`src/rtl/demux4_buf.sv`:
```
// -----------------------------------------------------------------------------
// demux4_buf
//   1-to-4 registered demultiplexer. A single producer presents a WIDTH-bit
//   word on d with a valid/ready handshake. Each accepted word is steered
//   into the one-entry holding register of the target channel. Each of the
//   four consumers drains its own channel through q_valid[n] / q_ready[n].
//
//   Ports:
//     clk       rising-edge clock
//     reset     asynchronous, active-high reset
//     d         input data word
//     s         destination channel select (addressed mode only)
//     in_valid  producer has a word on d
//     in_ready  block can accept the word this cycle (combinational)
//     q0..q3    channel holding-register contents
//     q_valid   bit n: channel n holds a valid word
//     q_ready   bit n: consumer n takes its word this cycle
//     sel_cur   channel currently targeted by the input
//     count     number of words accepted since reset (wraps)
//
//   Optional feature macro: DEMUX_AUTOSEL_EN
//     Defined   : s is ignored. An internal round-robin pointer picks the
//                 target channel and advances only on accept.
//     Undefined : sel_cur follows s combinationally. No pointer register.
// -----------------------------------------------------------------------------
module demux4_buf #(
    parameter int WIDTH = 4,
    parameter int CNT_W = 8
) (
    input  logic             clk,
    input  logic             reset,
    input  logic [WIDTH-1:0] d,
    input  logic [1:0]       s,
    input  logic             in_valid,
    output logic             in_ready,
    output logic [WIDTH-1:0] q0,
    output logic [WIDTH-1:0] q1,
    output logic [WIDTH-1:0] q2,
    output logic [WIDTH-1:0] q3,
    output logic [3:0]       q_valid,
    input  logic [3:0]       q_ready,
    output logic [1:0]       sel_cur,
    output logic [CNT_W-1:0] count
);

    typedef enum logic {
        ST_EMPTY = 1'b0,
        ST_FULL  = 1'b1
    } chan_state_t;

    chan_state_t [3:0]            state_r;
    logic        [3:0][WIDTH-1:0] data_r;
    logic        [CNT_W-1:0]      count_r;

    logic       [1:0] sel_s;
    logic       [3:0] valid_s;
    logic       [3:0] load_s;
    logic             ready_s;
    logic             accept_s;

`ifdef DEMUX_AUTOSEL_EN
    logic [1:0] ptr_r;

    // Round-robin pointer: moves on only when a word is actually taken, so a
    // stall on a full channel keeps the strict 0,1,2,3 ordering.
    always_ff @(posedge clk or posedge reset) begin
        if (reset) begin
            ptr_r <= 2'd0;
        end else if (accept_s) begin
            ptr_r <= ptr_r + 2'd1;
        end else begin
            ptr_r <= ptr_r;
        end
    end

    assign sel_s = ptr_r;
`else
    assign sel_s = s;
`endif

    // Channel occupancy, target-channel readiness and one-hot load enables.
    always_comb begin
        valid_s  = 4'b0000;
        load_s   = 4'b0000;
        for (int i = 0; i < 4; i++) begin
            valid_s[i] = (state_r[i] == ST_FULL);
        end
        // Only the targeted channel gates the producer; a slot frees up in
        // the same cycle its consumer drains it.
        ready_s  = ~valid_s[sel_s] | q_ready[sel_s];
        accept_s = in_valid & ready_s;
        if (accept_s) begin
            load_s[sel_s] = 1'b1;
        end else begin
            load_s = 4'b0000;
        end
    end

    // Per-channel EMPTY/FULL state machine and holding registers.
    always_ff @(posedge clk or posedge reset) begin
        if (reset) begin
            state_r <= {4{ST_EMPTY}};
            data_r  <= '0;
        end else begin
            for (int i = 0; i < 4; i++) begin
                case (state_r[i])
                    ST_EMPTY: begin
                        if (load_s[i]) begin
                            state_r[i] <= ST_FULL;
                        end else begin
                            state_r[i] <= ST_EMPTY;
                        end
                    end
                    ST_FULL: begin
                        // A load wins over a drain so back-to-back words
                        // keep the channel full at one word per cycle.
                        if (load_s[i]) begin
                            state_r[i] <= ST_FULL;
                        end else if (q_ready[i]) begin
                            state_r[i] <= ST_EMPTY;
                        end else begin
                            state_r[i] <= ST_FULL;
                        end
                    end
                    default: begin
                        state_r[i] <= ST_EMPTY;
                    end
                endcase
                // Data only changes on a load; a drain leaves the old word.
                if (load_s[i]) begin
                    data_r[i] <= d;
                end else begin
                    data_r[i] <= data_r[i];
                end
            end
        end
    end

    // Accepted-word counter, wrapping modulo 2^CNT_W.
    always_ff @(posedge clk or posedge reset) begin
        if (reset) begin
            count_r <= '0;
        end else if (accept_s) begin
            count_r <= count_r + {{(CNT_W-1){1'b0}}, 1'b1};
        end else begin
            count_r <= count_r;
        end
    end

    assign in_ready = ready_s;
    assign q_valid  = valid_s;
    assign sel_cur  = sel_s;
    assign count    = count_r;
    assign q0       = data_r[0];
    assign q1       = data_r[1];
    assign q2       = data_r[2];
    assign q3       = data_r[3];

endmodule
```
`config.mk`:
```
export PLATFORM = sky130hd
export DESIGN_NAME = demux4_buf
export DESIGN_NICKNAME = d
export VERILOG_FILES = /design/src/rtl/demux4_buf.sv
export SDC_FILE = /design/constraint.sdc
export NUM_CORES = 1
export LEC_CHECK = 0
export ABC_CLOCK_PERIOD_IN_PS = 2730
export CORE_MARGIN = 2
export CORE_UTILIZATION = 40
export DETAILED_ROUTE_END_ITERATION = 16
export PLACE_DENSITY = 0.83
export SYNTH_ARGS = -nofsm -noshare
export SYNTH_HDL_FRONTEND = slang
export SYNTH_SLANG_ARGS = --single-unit
```
`constraint.sdc`:
```
create_clock -name clk -period 2.73 [get_ports clk]
set_clock_uncertainty 0.15 [all_clocks]
set_input_delay 0.546 -clock clk [delete_from_list [all_inputs] [get_ports clk]]
set_output_delay 0.546 -clock clk [all_outputs]
set_load 0.005 [all_outputs]
```
* Word level (Yosys, flattened, before mapping)
Cells that the tools add are included.
** Operators by class
- $add $sub $neg :: 1
- $lt $le $gt $ge :: 2
- Multiplexer cells :: 23
- Bitwise gates (word level) :: 7
- Reduce and logical (&&, ||, !) cells :: 1
** Operators by type and width (number)
- two-way mux 1 bit :: 15
- adder 8 x 1 -> 8 bit (second input constant) :: 1
- case mux 1 bit (2 select lines) :: 4
- inverter 1 bit :: 5
- binary-select mux 1 bit (select 2 bit) :: 2
- two-way mux 4 bit :: 1
- less-than comparator 2 x 3 -> 1 bit (second input constant) :: 1
- demux 1 bit (select 2 bit) :: 1
- greater-or-equal comparator 2 x 1 -> 1 bit (second input constant) :: 1
- AND 1 bit :: 1
- logical AND 1 bit :: 1
- OR 1 bit :: 1
** Word-level totals
- Flip-flop bits (word level) :: 28
- Input bits :: 13
- Output and inout port bits :: 31
- Logic and storage cells :: 43

* Logic depth before layout (Yosys ltp)
- Depth after elaboration :: 8
- Gate-level depth with buffers :: 5
- Depth with buffers taken out :: 4

* Worst setup path before layout
Ideal clock, no wire load.
- Path type :: input-to-output
- Start point :: input q_ready[2]
- End point :: output in_ready
- Arrival :: 1234 ps
- Slack :: 800 ps
- Cell stages on the path :: 2
- Buffers on the path :: 0
- Cell sequence :: nand2b_1 mux4_2
** On the way
- Word-level cells in the longest chain between the ends :: 3
** Ends and longest elaborated chain
- from (decl) :: RTL line 41 : input logic [3:0] q_ready,
- binary-select mux 1 bit (select 2 bit) :: RTL line 90 : ready_s = ~valid_s[sel_s] | q_ready[sel_s];
- two-way mux 1 bit (not written as such) :: RTL line 90
- OR 1 bit :: RTL line 90
- to (decl) :: RTL line 35 : output logic in_ready,
No other way between the ends. The select of a mux whose other input is x is not followed.

* Worst setup path after layout
Same ends and word-level chain as after synthesis.

==> summary.md <==
The run finished with clean final reports. The first global-routing pass estimated 4350 um of wire. The run gives 2.03 ns as the data required time at the worst endpoint. The detailed router finished its first iteration with 6 violations. The flip-flop cell with the highest count after synthesis was dfrtp_1.

The parity-gate share of the synthesized area counting xor and xnor cells came out at 0.0515. Wires add up to 2520 um. The run gives 85 as the instance count of the mapped netlist. Hold buffer count at CTS: 0. The proportion of synthesized area in mux cells is 0.183, and the total of flip-flops plus latches after synthesis is 28. Count of buffers inserted at the top-level ports: 43. At the end of the flow, the number of nets in the layout was 149.

Counting flops with a built-in enable in the synthesized netlist gives 0. After synthesis, the cell types taking the most area are dfrtp_1 (59%), mux2_1 (7.6%), mux2_2 (7.6%). Setup total negative slack on the finished layout was measured at 0 ns. The final routed wire length divided by cell count is 15.3 um, and the area fraction of the dominant cell type after synthesis is 0.588. Entering global routing, the biggest net connects 18 pins.

The hold violation total from the final report is 0. Counting instances in the post-synthesis netlist gives the leading cell types as dfrtp_1 (28), mux2_1 (8), mux2_2 (8), xnor2_1 (7). After floorplanning, the core was sized to cover 2780 um2.

The smallest clock period supported by the final layout is computed as 2.56 ns. The HPWL after detailed placement is 1970 um. The tools report the met3 layer usage reported by global route as 0.0593.

Area of the mapped netlist: 1190 um2. The share of async-settable or async-resettable flops after synthesis was 1.00; the overall overflow remaining after global route was 0. Dividing total power by cell area gives a power density of 711 nW/um2.

The TritonCTS sink count came out at 28. Summing all multi-input logic gate instances after layout gives 464 um2. The floorplan step defined a die boundary enclosing 3430 um2. In the post-route analysis, the smallest setup slack over all paths is 0.172 ns. The simple-gate portion of the synthesized area came out at 0.141.

Compared with the post-synthesis result, the final layout area differs by 43.9%. The layout cell share with drive strength beyond 1 was 0.172. In this run the vertical extent of the chip is 58.6 um. The run gives 0 as the final number of setup-violating endpoints. The final number of max-transition violations was 0. The tool flagged a number of max-cap violations equal to 0. The worst-case IR drop observed on VDD is 0.000500 V.

The final core area utilization is 0.616, and the worst reg-to-reg path cell count is 5. The clock latency at the later pin of the worst-skew pair was 0.33 ns; the number of buffers created by CTS was 3. The adder-cell share of the synthesized area is 0.0105, and the static leakage is 0.746 nW. The sequential cells in the finished layout cover a total of 701 um2. The run gives 0.171 as the overall fraction of global-route tracks in use. The tools report the number of global-route vias before repair as 940.

The clock transition time at the flip-flop clock pins of the worst setup and hold paths was 0.14 ns. Yosys printed 0 warnings. The deepest clock path buffer count is 2, and the post-detailed-route DRC marker count is 0. The depth of the CTS H-tree came out at 1. The ratio of final minimum period to clock period was 0.937; the remaining number of nets flagged by the antenna check after routing was 0. For the first-pass iteration count of the detailed router, the log shows 3. The worst setup path is of the input pin to output port kind.

The tools report the top-level I/O count as 44. Setup repair after global routing left no endpoint under its margin. The relative slew slack is 0.593, and the number of inserted filler cells in the final layout is 224. The maximum net fanout on the critical path was 2. TritonCTS built the clock tree. Synthesis instantiated 23 different standard cells from the library.

The critical path starts at q_ready[2]. Dividing the detail-routed via count by the number of cells gives 5.15. The run gives 0.97 ns as the slack of the worst reg-to-reg path. By area, the combinational part of the netlist is dominated by multiplexers. For the antenna diode instance count, the log shows 0. The worst setup path is launched from an input pin. The mean cell area of the mapped netlist is 14.0 um2, and the met2 global-route usage is 0.283.

The tools report the capture point of the worst reg-to-reg path as count[1]. The cell sitting at the root of the clock tree is a clkbuf_4. The tools report the row count as 19. At the end of routability-driven placement, the weighted congestion stood at 0.758. The layer carrying the most global-route usage is met2. The number of antenna violations at the first check in global routing came out at 0. The tools report the met1 usage as 0.202. Leading cell type by number of instances after synthesis: dfrtp_1. For this run, the top clock speed supported by timing is 391 MHz. The worst setup path is captured at an output port.

The startpoint of the lowest-slack register-to-register path was q_valid[3]. The initial core utilization was 0.428. The slew at the pin closest to its max-slew limit is 0.609 ns, and the die span in x is 58.6 um. For the worst-case setup slack after placement, the log shows -0.00560 ns. The routed layout has 850 vias.

The sequential area share after synthesis came out at 0.588. The largest total area in the synthesized netlist belongs to dfrtp_1. The total nets after synthesis was 99; the data arrival time of the critical path was 1.86 ns. In this run the worst hold path is classified as flop to flop. The critical path ends at in_ready. The compound-cell area share of the yosys netlist is 0.00420.
-- layout by cell type, fill, tap and decap left out --
master            n
clkdlybuf4s50_1  42
and2_1            1
mux2_4            1
inv_1             2
buf_4             5
nand2b_1          1
and4b_1           1
nand4_1           2
and3_1            3
mux2_2            8
o21ai_0           1
mux2_1            8
clkbuf_8          1
clkbuf_4          3
nand2b_4          3
ha_1              1
nand2_1           5
nand2_4           1
xnor2_1           7
nor2b_1           1
mux4_2            1
dlygate4sd2_1     1
nand3_1           5
nor3b_1           1
nor2_1            1
dfrtp_1          28
-- what timing repair did --
action | in CTS | in global routing
setup buffers | 0 | 0
gates resized for setup | 1 | 0
setup endpoints to repair | 1 | 0
-- logic make-up after synthesis --
| family | Yosys count |
|---|---|
| DFF | 28 |
| and+or+nand+nor | 25 |
| muxes | 18 |
| xor gates and xnor gates | 7 |
| buffers and inverters | 5 |
| AOI/OAI and AO/OA | 1 |
| adders and majority gates | 1 |
-- worst min path at each step --
stage,end,cells after the start,slack [ns],startpoint
floorplan,count[7],1,0.32,count[7]
global placement,count[7],1,0.31,count[7]
detailed placement,count[7],1,0.32,count[7]
CTS,count[7],1,0.34,count[7]
global route,count[7],1,0.36,count[7]
finish,count[7],1,0.33,count[7]
-- sequential cells by signal (all words and copies together) (netlist names) --
| signal | cells |
|---|---|
| q0 | 4 |
| q1 | 4 |
| q2 | 4 |
| count | 8 |
| q3 | 4 |
| q_valid | 4 |
-- per-layer routing --
layer | up-vias | share of wire
met2 | 30 | 0.50
met1 | 419 | 0.40
met3 | 6 | 0.073
met4 | 0 | 0.024
met5 | - | 0
li1 | 395 | -
-- critical path, cell delays in order --
cell,delay [ns]
clkdlybuf4s50_1,0.41
nand2b_1,0.16
mux4_2,0.47
dlygate4sd2_1,0.28
-- stage by stage --
step | power (mW) | hold slack (ns) | std cells | area, um2
finish | 1.22 | 0.333 | 165 | 1710
global route | 1.31 | 0.362 | 165 | 1710
CTS | 1.24 | 0.343 | 165 | 1710
detailed placement | 1.03 | 0.321 | 161 | 1680
global placement | 1.02 | 0.308 | 161 | 1680
floorplan | 0.756 | 0.319 | 85 | 1190
-- power breakdown --
part           internal (mW)  switching (mW)  leakage (nW)
logic                  0.290           0.130         0.383
registers              0.516          0.0830         0.342
clock network         0.0817           0.119        0.0210
-- final cells by class --
cell class	count	area share
sequential	28	0.409
multi-input combinational	52	0.271
timing repair buffer	48	0.272
tap	31	0.0226
clock buffer	4	0.0212
inverter	2	0.00438
No activity file was read; power rests on OpenSTA's default activity.
